`config.mk`:
```
export PLATFORM = sky130hd
export DESIGN_NAME = sfq_pulse_framer_flat
export DESIGN_NICKNAME = d
export VERILOG_FILES = /design/src/rtl/sfq_stream_pkg.sv /design/src/rtl/sfq_pulse_framer_if.sv /design/src/rtl/sfq_frame_fifo.sv /design/src/rtl/sfq_pulse_framer.sv /design/src/flat_wrapper.sv
export SDC_FILE = /design/constraint.sdc
export NUM_CORES = 1
export LEC_CHECK = 0
export CAP_MARGIN = 20
export CORE_ASPECT_RATIO = 2
export CORE_UTILIZATION = 62
export DETAILED_ROUTE_END_ITERATION = 6
export GPL_TIMING_DRIVEN = 1
export PLACE_DENSITY = 0.83
export SKIP_CTS_REPAIR_TIMING = 1
export SLEW_MARGIN = 20
export SYNTH_ARGS = -nofsm -noshare
export SYNTH_HDL_FRONTEND = slang
export SYNTH_SLANG_ARGS = --single-unit
export TNS_END_PERCENT = 1
```
`constraint.sdc`:
```
create_clock -name clk -period 4.7 [get_ports clk]
set_input_delay 0.94 -clock clk [delete_from_list [all_inputs] [get_ports clk]]
set_output_delay 0.94 -clock clk [all_outputs]
set_load 0.02 [all_outputs]
```
`src/rtl/sfq_stream_pkg.sv`:
```
// -----------------------------------------------------------------------------
// sfq_stream_pkg
// Shared constants and types for the SFQ pulse framer.
//   DEF_*        default values for the framer parameters
//   MAX_CNT_W    widest per-frame count the record type can carry
//   frame_rec_t  per-frame record {count, viol, sat} as buffered in the FIFO
//   ctr_width()  bit width for a counter/pointer covering n states (min 1)
// -----------------------------------------------------------------------------
package sfq_stream_pkg;

  localparam int DEF_CNT_W      = 8;
  localparam int DEF_WINDOW     = 16;
  localparam int DEF_MIN_GAP    = 2;
  localparam int DEF_FIFO_DEPTH = 4;

  // The record carries a fixed-width count so one type serves every CNT_W
  // up to this limit; unused upper bits stay zero and are trimmed in synthesis.
  localparam int MAX_CNT_W = 16;

  typedef struct packed {
    logic [MAX_CNT_W-1:0] count;
    logic                 viol;
    logic                 sat;
  } frame_rec_t;

  function automatic int ctr_width(input int n);
    return (n <= 2) ? 1 : $clog2(n);
  endfunction

endpackage

```
`src/rtl/sfq_pulse_framer_if.sv`:
```
// -----------------------------------------------------------------------------
// sfq_pulse_framer_if
// Ready/valid stream of per-frame records leaving the framer.
//   out_valid  record available (framer -> consumer)
//   out_ready  consumer accepts record (consumer -> framer)
//   out_count  pulses counted in the frame (CNT_W bits)
//   out_viol   frame saw a spacing violation or unknown input
//   out_sat    frame count saturated
// Modports: master = framer side, slave = consumer side.
// -----------------------------------------------------------------------------
interface sfq_pulse_framer_if
  import sfq_stream_pkg::*;
#(
  parameter int CNT_W = DEF_CNT_W
) ();

  logic             out_valid;
  logic             out_ready;
  logic [CNT_W-1:0] out_count;
  logic             out_viol;
  logic             out_sat;

  modport master (
    output out_valid,
    output out_count,
    output out_viol,
    output out_sat,
    input  out_ready
  );

  modport slave (
    input  out_valid,
    input  out_count,
    input  out_viol,
    input  out_sat,
    output out_ready
  );

endinterface

```
`src/rtl/sfq_frame_fifo.sv`:
```
// -----------------------------------------------------------------------------
// sfq_frame_fifo
// Synchronous FIFO of frame records.
//   clk, rst_n  clock and asynchronous active-low reset (empties the FIFO)
//   push        write push_rec this cycle
//   push_rec    record to write
//   pop         consumer takes the head this cycle (ignored when empty)
//   head_rec    oldest stored record
//   empty/full  occupancy flags
//   push_drop   push refused because full with no same-cycle pop
// A pop and a push in the same cycle on a full FIFO both succeed.
// DEPTH must be a power of 2, at least 2.
// -----------------------------------------------------------------------------
module sfq_frame_fifo
  import sfq_stream_pkg::*;
#(
  parameter int DEPTH = DEF_FIFO_DEPTH
) (
  input  logic       clk,
  input  logic       rst_n,
  input  logic       push,
  input  frame_rec_t push_rec,
  input  logic       pop,
  output frame_rec_t head_rec,
  output logic       empty,
  output logic       full,
  output logic       push_drop
);

  localparam int AW = ctr_width(DEPTH);
  localparam logic [AW:0] PTR_ONE = (AW+1)'(1);

  logic [AW:0] wr_ptr_q, wr_ptr_d;
  logic [AW:0] rd_ptr_q, rd_ptr_d;
  frame_rec_t  mem_q [DEPTH];
  frame_rec_t  mem_d [DEPTH];
  logic        do_push, do_pop;

  // Pointers carry one extra wrap bit so full and empty are distinguishable.
  assign empty    = (wr_ptr_q == rd_ptr_q);
  assign full     = (wr_ptr_q[AW] != rd_ptr_q[AW]) &&
                    (wr_ptr_q[AW-1:0] == rd_ptr_q[AW-1:0]);
  assign head_rec = mem_q[rd_ptr_q[AW-1:0]];

  // Pop is resolved first, so a full FIFO that is also being read this
  // cycle still has room for the incoming record.
  always_comb begin
    do_pop    = pop && !empty;
    do_push   = push && (!full || do_pop);
    push_drop = push && !do_push;
    wr_ptr_d  = wr_ptr_q;
    rd_ptr_d  = rd_ptr_q;
    mem_d     = mem_q;
    if (do_push) begin
      mem_d[wr_ptr_q[AW-1:0]] = push_rec;
      wr_ptr_d = wr_ptr_q + PTR_ONE;
    end
    if (do_pop) begin
      rd_ptr_d = rd_ptr_q + PTR_ONE;
    end
  end

  // Storage and pointers; reset discards all buffered records.
  always_ff @(posedge clk or negedge rst_n) begin
    if (!rst_n) begin
      wr_ptr_q <= '0;
      rd_ptr_q <= '0;
      for (int i = 0; i < DEPTH; i++) begin
        mem_q[i] <= '0;
      end
    end else begin
      wr_ptr_q <= wr_ptr_d;
      rd_ptr_q <= rd_ptr_d;
      mem_q    <= mem_d;
    end
  end

endmodule

```
`src/rtl/sfq_pulse_framer.sv`:
```
// -----------------------------------------------------------------------------
// sfq_pulse_framer
// Samples a toggle-encoded SFQ line (every edge is one pulse), counts pulses
// per WINDOW-cycle frame, flags pulses closer than MIN_GAP cycles, and queues
// one {count, viol, sat} record per completed frame in a small FIFO.
//   clk, rst_n  clock and asynchronous active-low reset
//   sfq_in      toggle-encoded SFQ line (asynchronous to clk)
//   enable      framing enable; dropping it aborts the current frame
//   rec_if      record stream (master modport: valid/count/viol/sat, ready)
//   overflow    one-cycle pulse when a frame record is dropped (FIFO full)
//   x_err       sticky flag: unknown value seen on the synchronized line
// Optional feature macro: SFQ_XCHECK_EN enables X/Z detection on the
// synchronized input; without it x_err stays 0 and only the synthesizable
// path is built.
// -----------------------------------------------------------------------------
module sfq_pulse_framer
  import sfq_stream_pkg::*;
#(
  parameter int CNT_W      = DEF_CNT_W,
  parameter int WINDOW     = DEF_WINDOW,
  parameter int MIN_GAP    = DEF_MIN_GAP,
  parameter int FIFO_DEPTH = DEF_FIFO_DEPTH
) (
  input  logic               clk,
  input  logic               rst_n,
  input  logic               sfq_in,
  input  logic               enable,
  sfq_pulse_framer_if.master rec_if,
  output logic               overflow,
  output logic               x_err
);

  localparam int WIN_W = ctr_width(WINDOW);
  localparam int GAP_W = ctr_width(MIN_GAP + 1);
  localparam logic [WIN_W-1:0] WIN_LAST = WIN_W'(WINDOW - 1);
  localparam logic [WIN_W-1:0] WIN_ONE  = WIN_W'(1);
  localparam logic [GAP_W-1:0] GAP_MAX  = GAP_W'(MIN_GAP);
  localparam logic [GAP_W-1:0] GAP_ONE  = GAP_W'(1);
  localparam logic [CNT_W-1:0] CNT_MAX  = '1;
  localparam logic [CNT_W-1:0] CNT_ONE  = CNT_W'(1);

  logic             s1_q, s1_d;
  logic             s2_q, s2_d;
  logic             prev_q, prev_d;
  logic [GAP_W-1:0] gap_q, gap_d;
  logic [WIN_W-1:0] win_q, win_d;
  logic [CNT_W-1:0] count_q, count_d;
  logic             viol_q, viol_d;
  logic             sat_q, sat_d;
  logic             overflow_q, overflow_d;
  logic             x_err_q, x_err_d;

  logic             s2_unknown;
  logic             pulse_det;
  logic             gap_short;
  logic [CNT_W-1:0] count_inc;
  logic             viol_inc;
  logic             sat_inc;
  logic             push;
  frame_rec_t       push_rec;
  frame_rec_t       head_rec;
  logic             fifo_empty;
  logic             fifo_full;
  logic             push_drop;

`ifdef SFQ_XCHECK_EN
  assign s2_unknown = $isunknown(s2_q);
`else
  assign s2_unknown = 1'b0;
`endif

  // Synchronizer, edge detect, spacing tracking and frame accumulation.
  // An unknown synchronized sample counts as "no edge" and leaves prev
  // untouched so the line recovers without a phantom pulse. The gap counter
  // reads 1 in the cycle after a pulse and saturates at MIN_GAP, so a pulse
  // seen while it is still below MIN_GAP arrived too soon. The accumulated
  // values including this cycle's pulse (count_inc etc.) feed both the
  // running frame and, on the last window cycle, the closing record.
  always_comb begin
    s1_d      = sfq_in;
    s2_d      = s1_q;
    prev_d    = s2_unknown ? prev_q : s2_q;
    pulse_det = !s2_unknown && (s2_q != prev_q);
    gap_short = (gap_q < GAP_MAX);

    gap_d = gap_q;
    if (pulse_det) begin
      gap_d = GAP_ONE;
    end else if (gap_short) begin
      gap_d = gap_q + GAP_ONE;
    end

    count_inc = count_q;
    sat_inc   = sat_q;
    viol_inc  = viol_q || s2_unknown || (pulse_det && gap_short);
    if (pulse_det) begin
      if (count_q == CNT_MAX) begin
        sat_inc = 1'b1;
      end else begin
        count_inc = count_q + CNT_ONE;
      end
    end

    push_rec       = '0;
    push_rec.count = MAX_CNT_W'(count_inc);
    push_rec.viol  = viol_inc;
    push_rec.sat   = sat_inc;

    push    = 1'b0;
    win_d   = '0;
    count_d = '0;
    viol_d  = 1'b0;
    sat_d   = 1'b0;
    if (enable) begin
      if (win_q == WIN_LAST) begin
        push = 1'b1;
      end else begin
        win_d   = win_q + WIN_ONE;
        count_d = count_inc;
        viol_d  = viol_inc;
        sat_d   = sat_inc;
      end
    end

    overflow_d = push_drop;
    x_err_d    = x_err_q || s2_unknown;
  end

  // State registers. The gap counter resets to MIN_GAP so the first pulse
  // after reset is never treated as too close to an earlier one.
  always_ff @(posedge clk or negedge rst_n) begin
    if (!rst_n) begin
      s1_q       <= 1'b0;
      s2_q       <= 1'b0;
      prev_q     <= 1'b0;
      gap_q      <= GAP_MAX;
      win_q      <= '0;
      count_q    <= '0;
      viol_q     <= 1'b0;
      sat_q      <= 1'b0;
      overflow_q <= 1'b0;
      x_err_q    <= 1'b0;
    end else begin
      s1_q       <= s1_d;
      s2_q       <= s2_d;
      prev_q     <= prev_d;
      gap_q      <= gap_d;
      win_q      <= win_d;
      count_q    <= count_d;
      viol_q     <= viol_d;
      sat_q      <= sat_d;
      overflow_q <= overflow_d;
      x_err_q    <= x_err_d;
    end
  end

  sfq_frame_fifo #(
    .DEPTH (FIFO_DEPTH)
  ) u_fifo (
    .clk       (clk),
    .rst_n     (rst_n),
    .push      (push),
    .push_rec  (push_rec),
    .pop       (rec_if.out_ready),
    .head_rec  (head_rec),
    .empty     (fifo_empty),
    .full      (fifo_full),
    .push_drop (push_drop)
  );

  // Record fields are forced to zero while nothing is queued.
  assign rec_if.out_valid = !fifo_empty;
  assign rec_if.out_count = fifo_empty ? '0 : head_rec.count[CNT_W-1:0];
  assign rec_if.out_viol  = !fifo_empty && head_rec.viol;
  assign rec_if.out_sat   = !fifo_empty && head_rec.sat;
  assign overflow         = overflow_q;
  assign x_err            = x_err_q;

  logic unused_ok;
  assign unused_ok = fifo_full;

endmodule

```
`src/flat_wrapper.sv`:
```
// flat-port wrapper written by rule: the top's interface ports become plain ports
module sfq_pulse_framer_flat import sfq_stream_pkg::*;
#(
  parameter int CNT_W      = DEF_CNT_W,
  parameter int WINDOW     = DEF_WINDOW,
  parameter int MIN_GAP    = DEF_MIN_GAP,
  parameter int FIFO_DEPTH = DEF_FIFO_DEPTH
)
  (clk, rst_n, sfq_in, enable, overflow, x_err, rec_if_out_valid, rec_if_out_count, rec_if_out_viol, rec_if_out_sat, rec_if_out_ready);
  sfq_pulse_framer_if #(.CNT_W(CNT_W)) rec_if_i ();
  input  logic clk;
  input  logic rst_n;
  input  logic sfq_in;
  input  logic enable;
  output logic overflow;
  output logic x_err;
  output wire logic [$bits(rec_if_i.out_valid)-1:0] rec_if_out_valid;
  output wire logic [$bits(rec_if_i.out_count)-1:0] rec_if_out_count;
  output wire logic [$bits(rec_if_i.out_viol)-1:0] rec_if_out_viol;
  output wire logic [$bits(rec_if_i.out_sat)-1:0] rec_if_out_sat;
  input wire logic [$bits(rec_if_i.out_ready)-1:0] rec_if_out_ready;
  assign rec_if_out_valid = rec_if_i.out_valid;
  assign rec_if_out_count = rec_if_i.out_count;
  assign rec_if_out_viol = rec_if_i.out_viol;
  assign rec_if_out_sat = rec_if_i.out_sat;
  assign rec_if_i.out_ready = rec_if_out_ready;
  sfq_pulse_framer #(.CNT_W(CNT_W), .WINDOW(WINDOW), .MIN_GAP(MIN_GAP), .FIFO_DEPTH(FIFO_DEPTH)) u_core (.clk(clk), .rst_n(rst_n), .sfq_in(sfq_in), .enable(enable), .rec_if(rec_if_i), .overflow(overflow), .x_err(x_err));
endmodule
```
# Yosys cells after proc, flatten, opt, wreduce, memory -nomap -nowiden
# Cells that the tools add are included.
# W data, S select, Z words.
[op_classes]
n_addsub = 5
n_mul = 0
div = 0
n_lt_le_gt_ge = 4
eq_ne = 6
shifts = 0
n_mux = 23
bitwise_logic = 2
reduce_logical = 14
[ops]
columns = ["cell", "n"]
rows = [
  ["$bwmux W72", 1],
  ["$mux W8", 5],
  ["$bmux W18 S2", 1],
  ["$demux W18 S2", 1],
  ["$mux W10", 2],
  ["$mux W18", 1],
  ["$add A8 B1 Y8 const B", 1],
  ["$eq A8 B8 Y1 const B", 1],
  ["$logic_and A1 B1 Y1", 8],
  ["$mux W1", 8],
  ["$mux W4", 2],
  ["$add A3 B1 Y3 const B", 2],
  ["$ge A3 B3 Y1 const B", 2],
  ["$not A2 Y3", 2],
  ["$add A4 B1 Y4 const B", 1],
  ["$eq A4 B4 Y1 const B", 1],
  ["$mux W2", 2],
  ["$eq A3 B3 Y1", 1],
  ["$logic_not A1 Y1", 3],
  ["$lt A3 B1 Y1 const B", 1],
  ["$add A2 B1 Y2 const B", 1],
  ["$eq A2 B2 Y1", 1],
  ["$logic_or A1 B1 Y1", 2],
  ["$lt A2 B2 Y1 const B", 1],
  ["other kinds (2)", 3],
]
[totals]
regBits = 98
latchBits = 0
ram_bits = 0
rom_bits = 0
output_inout_bits = 13
word_cells = 77
n_memories = 0

# Longest topological paths before layout
# Gate-level depths: netlist (run 1).
[depth]
word_depth = 7
ltp_mapped = 6
mapped_depth_nobuf = 5

# Hierarchy
# From an unflattened synthesis (run 1), not the netlist that was laid out.
[unflattened]
hier_cells = 312
area_unflattened_um2 = 4635.7
[modules_own_cells]
columns = ["mod", "instances", "cells_per_inst", "area_per_inst_um2"]
rows = [
  ["sfq_frame_fifo", 1, 212, 3614.7],
  ["sfq_pulse_framer", 1, 100, 1021.0],
]

# Worst setup path after synthesis (run 1)
# Ideal clock, no wire load.
[synth_timing]
path_type = "reg2out"
from = "register u_core.u_fifo.wr_ptr_q[2]"
to = "output rec_if_out_count[0]"
arrival_ps = 1497
slack_ps = 2263
path_stages_with_launch = 5
n_path_buf = 1
path_cell_list = "dfrtp_1 xor2_1 nand3b_1 clkbuf_1 and2_1"
[synth_between]
elab_chain_cells = 2
[synth_lines]
columns = ["element", "line", "text"]
rows = [
  ["start: declaration", "sfq_frame_fifo.sv:33", "logic [AW:0] wr_ptr_q, wr_ptr_d;"],
  ["start signal: assignment", "sfq_frame_fifo.sv:72", "wr_ptr_q <= wr_ptr_d;"],
  ["$eq A3 B3 Y1", "sfq_frame_fifo.sv:40", "assign empty = (wr_ptr_q == rd_ptr_q);"],
  ["$mux W8", "sfq_pulse_framer.sv:173", "assign rec_if.out_count = fifo_empty ? '0 : head_rec.count[CNT_W-1:0];"],
  ["end: declaration", "flat_wrapper.sv:18", "output wire logic [$bits(rec_if_i.out_count)-1:0] rec_if_out_count;"],
]
# No other way between the ends.

# Worst setup path in the final report (run 1)
[layout_timing]
from = "register u_core.u_fifo.rd_ptr_q[1]"
to = "output rec_if_out_count[1]"
[layout_between]
elab_chain_cells = 5
[layout_lines]
columns = ["element", "line", "text"]
rows = [
  ["start: declaration", "sfq_frame_fifo.sv:34", "logic [AW:0] rd_ptr_q, rd_ptr_d;"],
  ["start signal: assignment", "sfq_frame_fifo.sv:73", "rd_ptr_q <= rd_ptr_d;"],
  ["$not A2 Y3 (not written as such)", "sfq_frame_fifo.sv:43", "assign head_rec = mem_q[rd_ptr_q[AW-1:0]];"],
  ["$bmux W18 S2", "sfq_frame_fifo.sv:43", ""],
  ["$mux W10 (not written as such) (2 in series)", "sfq_frame_fifo.sv:43", ""],
  ["$mux W8 (*)", "sfq_pulse_framer.sv:173", ""],
]
# Mark *: on every way between the ends. The rest lies on a longest branch, timed or not. The select of a mux whose other input is x is not followed.

==> results of run 1 <==
==> power breakdown <==
group / internal [mW] / switching, mW
Combinational: 0.0873 / 0.115
Clock: 0.271 / 0.211
Sequential: 0.594 / 0.0434
Total: 0.953 / 0.370
==> area by class of cell <==
cell class	count	area, sq um	area share (%)
flip-flops and latches	66	1650	47.8
multi-input cells	150	1350	39.1
repair buffers	18	170	4.92
clock buffers	11	151	4.38
well taps	55	68.8	1.99
clock inverters	5	52.6	1.52
inverters	3	11.3	0.325
==> sequential cells by signal, summed over array words and instances, names as in the netlist <==
register and count:
u_core.u_fifo.rd_ptr_q 3, u_core.win_q 4, u_core.u_fifo.wr_ptr_q 3, u_core.viol_q 1, u_core.overflow 1, u_core.prev_d 1, u_core.count_q 8, u_core.prev_q 1
u_core.s1_q 1, u_core.gap_q 2, u_core.sat_q 1, u_core.u_fifo.mem_q 40
==> worst paths after layout <==
check / start / endpoint / cells past startpoint
max: u_core.u_fifo.rd_ptr_q[1] / rec_if_out_count[1] / 4
min in group asynchronous: rst_n / u_core.u_fifo.rd_ptr_q[0] / 2
min reg2reg: u_core.s1_q / u_core.prev_d / 0
min: u_core.s1_q / u_core.prev_d / 0
max in group asynchronous: rst_n / u_core.u_fifo.mem_q[55] / 2
max reg2reg: u_core.u_fifo.rd_ptr_q[1] / u_core.u_fifo.rd_ptr_q[1] / 4
==> placed cells by master, fill, tap and decap left out, types with 3 or more instances in the layout <==
cell	instances
a31oi_1	8
xnor2_1	8
dfrtp_1	65
nor2b_1	9
nand4_1	4
mux2_2	35
a21oi_1	8
clkbuf_8	11
inv_1	3
nor2_1	8
clkdlybuf4s50_1	15
mux4_2	10
nand2_1	6
and2_1	14
nand3_1	6
xor2_1	4
ha_1	7
nand2_2	4
clkinv_2	3
and3_1	3
==> layer usage <==
layer	vias up	share of wire, %	track usage (%)
met4	0	2.4	13.9
met3	12	2.3	4.52
met2	35	56	47.4
li1	854	-	-
met5	-	0	0
met1	969	40	32.1
==> cells by family (layout without fill, tap and decap cells) <==
logic type	Yosys count	in the layout	share of synthesized area, %
AO/OA/AOI/OAI	24	24	5.51
XOR/XNOR	13	13	3.99
multiplexers	48	48	21.4
buffers and inverters	9	37	1.31
flip-flops	66	66	54.3
adder cells (fa/ha/maj)	7	7	2.88
AND/OR/NAND/NOR	57	57	10.5
other	1	1	0.123
==> worst max-delay path, cell delays in order, from the launching register on <==
cell	delay [ps]
dfrtp_1	620
xnor2_1	460
nand3b_1	540
and2_1	350
clkdlybuf4s50_1	530
==> metrics by stage <==
step           area [sq um]  worst slack, ps
2_1_floorplan          3050             2260
3_3_place_gp           3260             1440
3_5_place_dp           3260             1340
4_1_cts                3460              975
5_1_grt                3460              791
6_report               3460              920
==> metrics.cfg, run 1 <==
[detailed_routing]
drc_errors=0
drt-vias-per-instance=6.07
ant_nets=0
routed_wl_microns=5930
dr.first_iter.drc_count=58
dr.pass1.iters=4
num_vias=1870
routedWlPerCell_microns=19.2

[synthesis]
postSynthCellCount=225
netlist_area_sq_um=3050
ys_ff_latch=66
ys_async_sr_fraction_pct=100
synth_common_cells=65 x dfrtp_1, 35 x mux2_2, 14 x and2_1
yosysMostFrequentCell=dfrtp_1
synth-edff-count=0
yosysSeqAreaShare_pct=54.3
synth_cell_types=33
yosys.area.top_type_share_pct=53.4
ys_warn_count=0
syn_area_per_cell_sq_um=13.5
synth_ff_type=dfrtp_1
synth_area_leaders=dfrtp_1 53%, mux2_2 13%, mux4_2 7.4%
yosysTopAreaCell=dfrtp_1
synth_nets=237

[global_routing]
grt_usage_pct=27.4
grt_overflow_total=0
antenna_found_initial=0
grt_pass1_wl_microns=10000
grt_pass1_vias=2054
grt_max_degree=67

[placed_design]
hpwlAfterDp_microns=3880
dpl.cell_count=292
globalplace.congestion=0.777
port-buffer-count=16

[clocking]
cts_buffers=9
cts.sinks=66
cts_max_path_buffers=2
clock_latency_ps=340
clk_pin_slew_ps=70
h-tree-depth=3
clockRootBuffer=clkbuf_8
cts_tree=yes

[setup_path]
critPathMaxFanout=13
crit_type=reg -> out
startpoint_type=flip-flop
cp_data_arrival_time_ps=2840
r2r_setup_slack_ps=2300
critical_path_required_ps=3760
cp-end-kind=output pin

[flow_run]
cap_violations=0

[die]
fp.dieH_microns=101
dieArea_sq_um=5210
io_pins=18
coreArea_sq_um=4640
start_util_pct=65.6
rows=35
die_w_microns=51.6

[timing]
maxSlewHeadroom_pct=46.3
fin_hold_ws_ps=369
layout_worst_path_cycle_share_pct=80.4
final_max_slew_viol_count=0
tightest_slew_ps=806
rsz0062_at_grt=false
setup_viol=0
finalSetupTns_ps=0
period_needed_ps=3780
fmax_mhz=265
fin_skew_ps=8.56
finalHoldViolCount=0

[finish]
drive_gt1_share_pct=28.1
final_util_pct=74.5
layout-area-overhead-vs-synth_pct=13.6
antenna_cells=0
fillers=319
instances_no_fill=308
final_nets=260

[min_path]
hold_path_class=reg -> reg

[status]
status=finished clean

[power]
power_mw=1.32
peakVddDrop_uv=302
p_leak_nw=1.65
power_density_nw_per_um2=382

Power figures use the tool's default switching activity.
==> inputs of run 2 (changes only) <==
Settings changed: CORE_UTILIZATION 62 to 53, PLACE_DENSITY 0.83 to 0.75.
Clock period 4.7 ns to 3.2 ns, I/O delays scaled along.
==> run 2 against run 1 <==
Effect of this change:
- setup slack got worse by 580 ps
- register-to-register slack got worse by 1200 ps
- global-route usage decreased by 5.7 points
- combinational power increased by 71%
- via count decreased by 1.6%
- hold slack got worse by 130 ps
- count of clock-buffer cells in the layout increased by 2
==> metrics.cfg, run 2 (synthesis gave the netlist of run 1 again) <==
[status]
status=finished clean

[detailed_routing]
dr.first_iter.drc_count=39
routed_wl_microns=5610
dr.pass1.iters=4
drc_errors=0
routedWlPerCell_microns=17.8
num_vias=1840
ant_nets=0
drt-vias-per-instance=5.84

[setup_path]
critPathBufInv=2
startpoint_type=flip-flop
reg2reg_depth=5
critPathMaxFanout=12
path_cells=buf_4 > mux4_2 > and2_1 > clkdlybuf4s50_1
critical_path_required_ps=2560
critPathMaxStageDelay_ps=540
crit_family=buffers and inverters
cpMaxStageDelayCell=mux4_2
cp_data_arrival_time_ps=2220
cp-end-kind=output pin
crit_type=reg -> out
path_depth=4

[min_path]
hold_path_class=in -> async

[timing]
fin_ws_ps=337
fin_hold_ws_ps=238
fin_skew_ps=6.78
layout_worst_path_cycle_share_pct=89.5
rsz0062_at_grt=false
finalHoldViolCount=0
setup_viol=0
final_max_slew_viol_count=0
maxSlewHeadroom_pct=59.8
tightest_slew_ps=587
finalSetupTns_ps=0
period_needed_ps=2860
fmax_mhz=349

[finish]
regMostFlops=u_core.u_fifo.mem_q
reg_top3=u_core.u_fifo.mem_q: 40 flops, u_core.count_q: 8 flops, u_core.win_q: 4 flops
layout-area-overhead-vs-synth_pct=15.0
antenna_cells=0
final_nets=263
drive_gt1_share_pct=27.8
layout_commonest_cell=dfrtp_1
final_cell_mix=65 x dfrtp_1, 35 x mux2_2, 15 x clkdlybuf4s50_1
final_util_pct=64.1
largest_register_ffs=40

[power]
power_density_nw_per_um2=576
power_mw=2.02
peakVddDrop_uv=495
p_leak_nw=1.67

[clocking]
cts_max_path_buffers=2
cts_tree=yes
cts_buffers=9
cts.sinks=66
h-tree-depth=3
clk_pin_slew_ps=60
clockRootBuffer=clkbuf_8
clock_latency_ps=340

[placed_design]
port-buffer-count=16
hpwlAfterDp_microns=4000
globalplace.congestion=0.769
dp_slack_ps=423

[global_routing]
grt_max_degree=29
grt_usage_pct=21.7
grt_overflow_total=0
grt_pass1_vias=1930
grt_pass1_wl_microns=9380
antenna_found_initial=0

[die]
fp.dieH_microns=109
dieArea_sq_um=6070
rows=38
io_pins=18
die_w_microns=55.6
start_util_pct=55.7
coreArea_sq_um=5470

[flow_run]
cap_violations=0

run 2: cell types whose count changed in the layout (fill, tap and decap cells not counted):
cell        previous run  this run
clkinv_2               3         0
buf_4                  2         5
clkbuf_1               0         2
bufinv_16              1         2
clkinvlp_4             1         0
run 2: metrics by stage:
step                cells  area, sq um
detailed placement    299         3280
floorplan             225         3050
CTS                   314         3500
global placement      299         3280
global route          315         3500
finish                315         3500
run 2: layout make-up:
cell class | count | area (sq um)
Clock buffer | 13 | 159
Clock inverter | 2 | 60.1
Fill cell | 435 | 1960
Inverter | 3 | 11.3
Multi-Input combinational cell | 150 | 1350
Sequential cell | 66 | 1650
Tap cell | 60 | 75.1
Timing Repair Buffer | 21 | 193
run 2: report_power, final:
| group | switching [mW] | internal (mW) | leakage (nW) |
|---|---|---|---|
| clock network | 0.291 | 0.478 | 0.110 |
| registers | 0.0303 | 0.874 | 0.886 |
| logic | 0.204 | 0.142 | 0.675 |
| total | 0.525 | 1.49 | 1.67 |
run 2: path summary, 6_finish.rpt:
check / from / endpoint / slack [ps]
hold / removal: rst_n / u_core.u_fifo.mem_q[6] / 240
setup / recovery: u_core.u_fifo.rd_ptr_q[0] / rec_if_out_sat / 340
hold reg to reg: u_core.s1_q / u_core.prev_d / 360
max in group asynchronous: rst_n / u_core.count_q[1] / 2240
setup reg to reg: u_core.win_q[0] / u_core.u_fifo.mem_q[2] / 1110
min in group clk: u_core.s1_q / u_core.prev_d / 360
run 2: metal layers:
layer | up-vias | part of all wire [%] | global-route usage (%)
met4 | 0 | 2.5 | 13.8
met1 | 946 | 41 | 23.7
met2 | 21 | 54 | 36.6
met5 | - | 0 | 0
met3 | 11 | 2.3 | 6.41
li1 | 862 | - | -
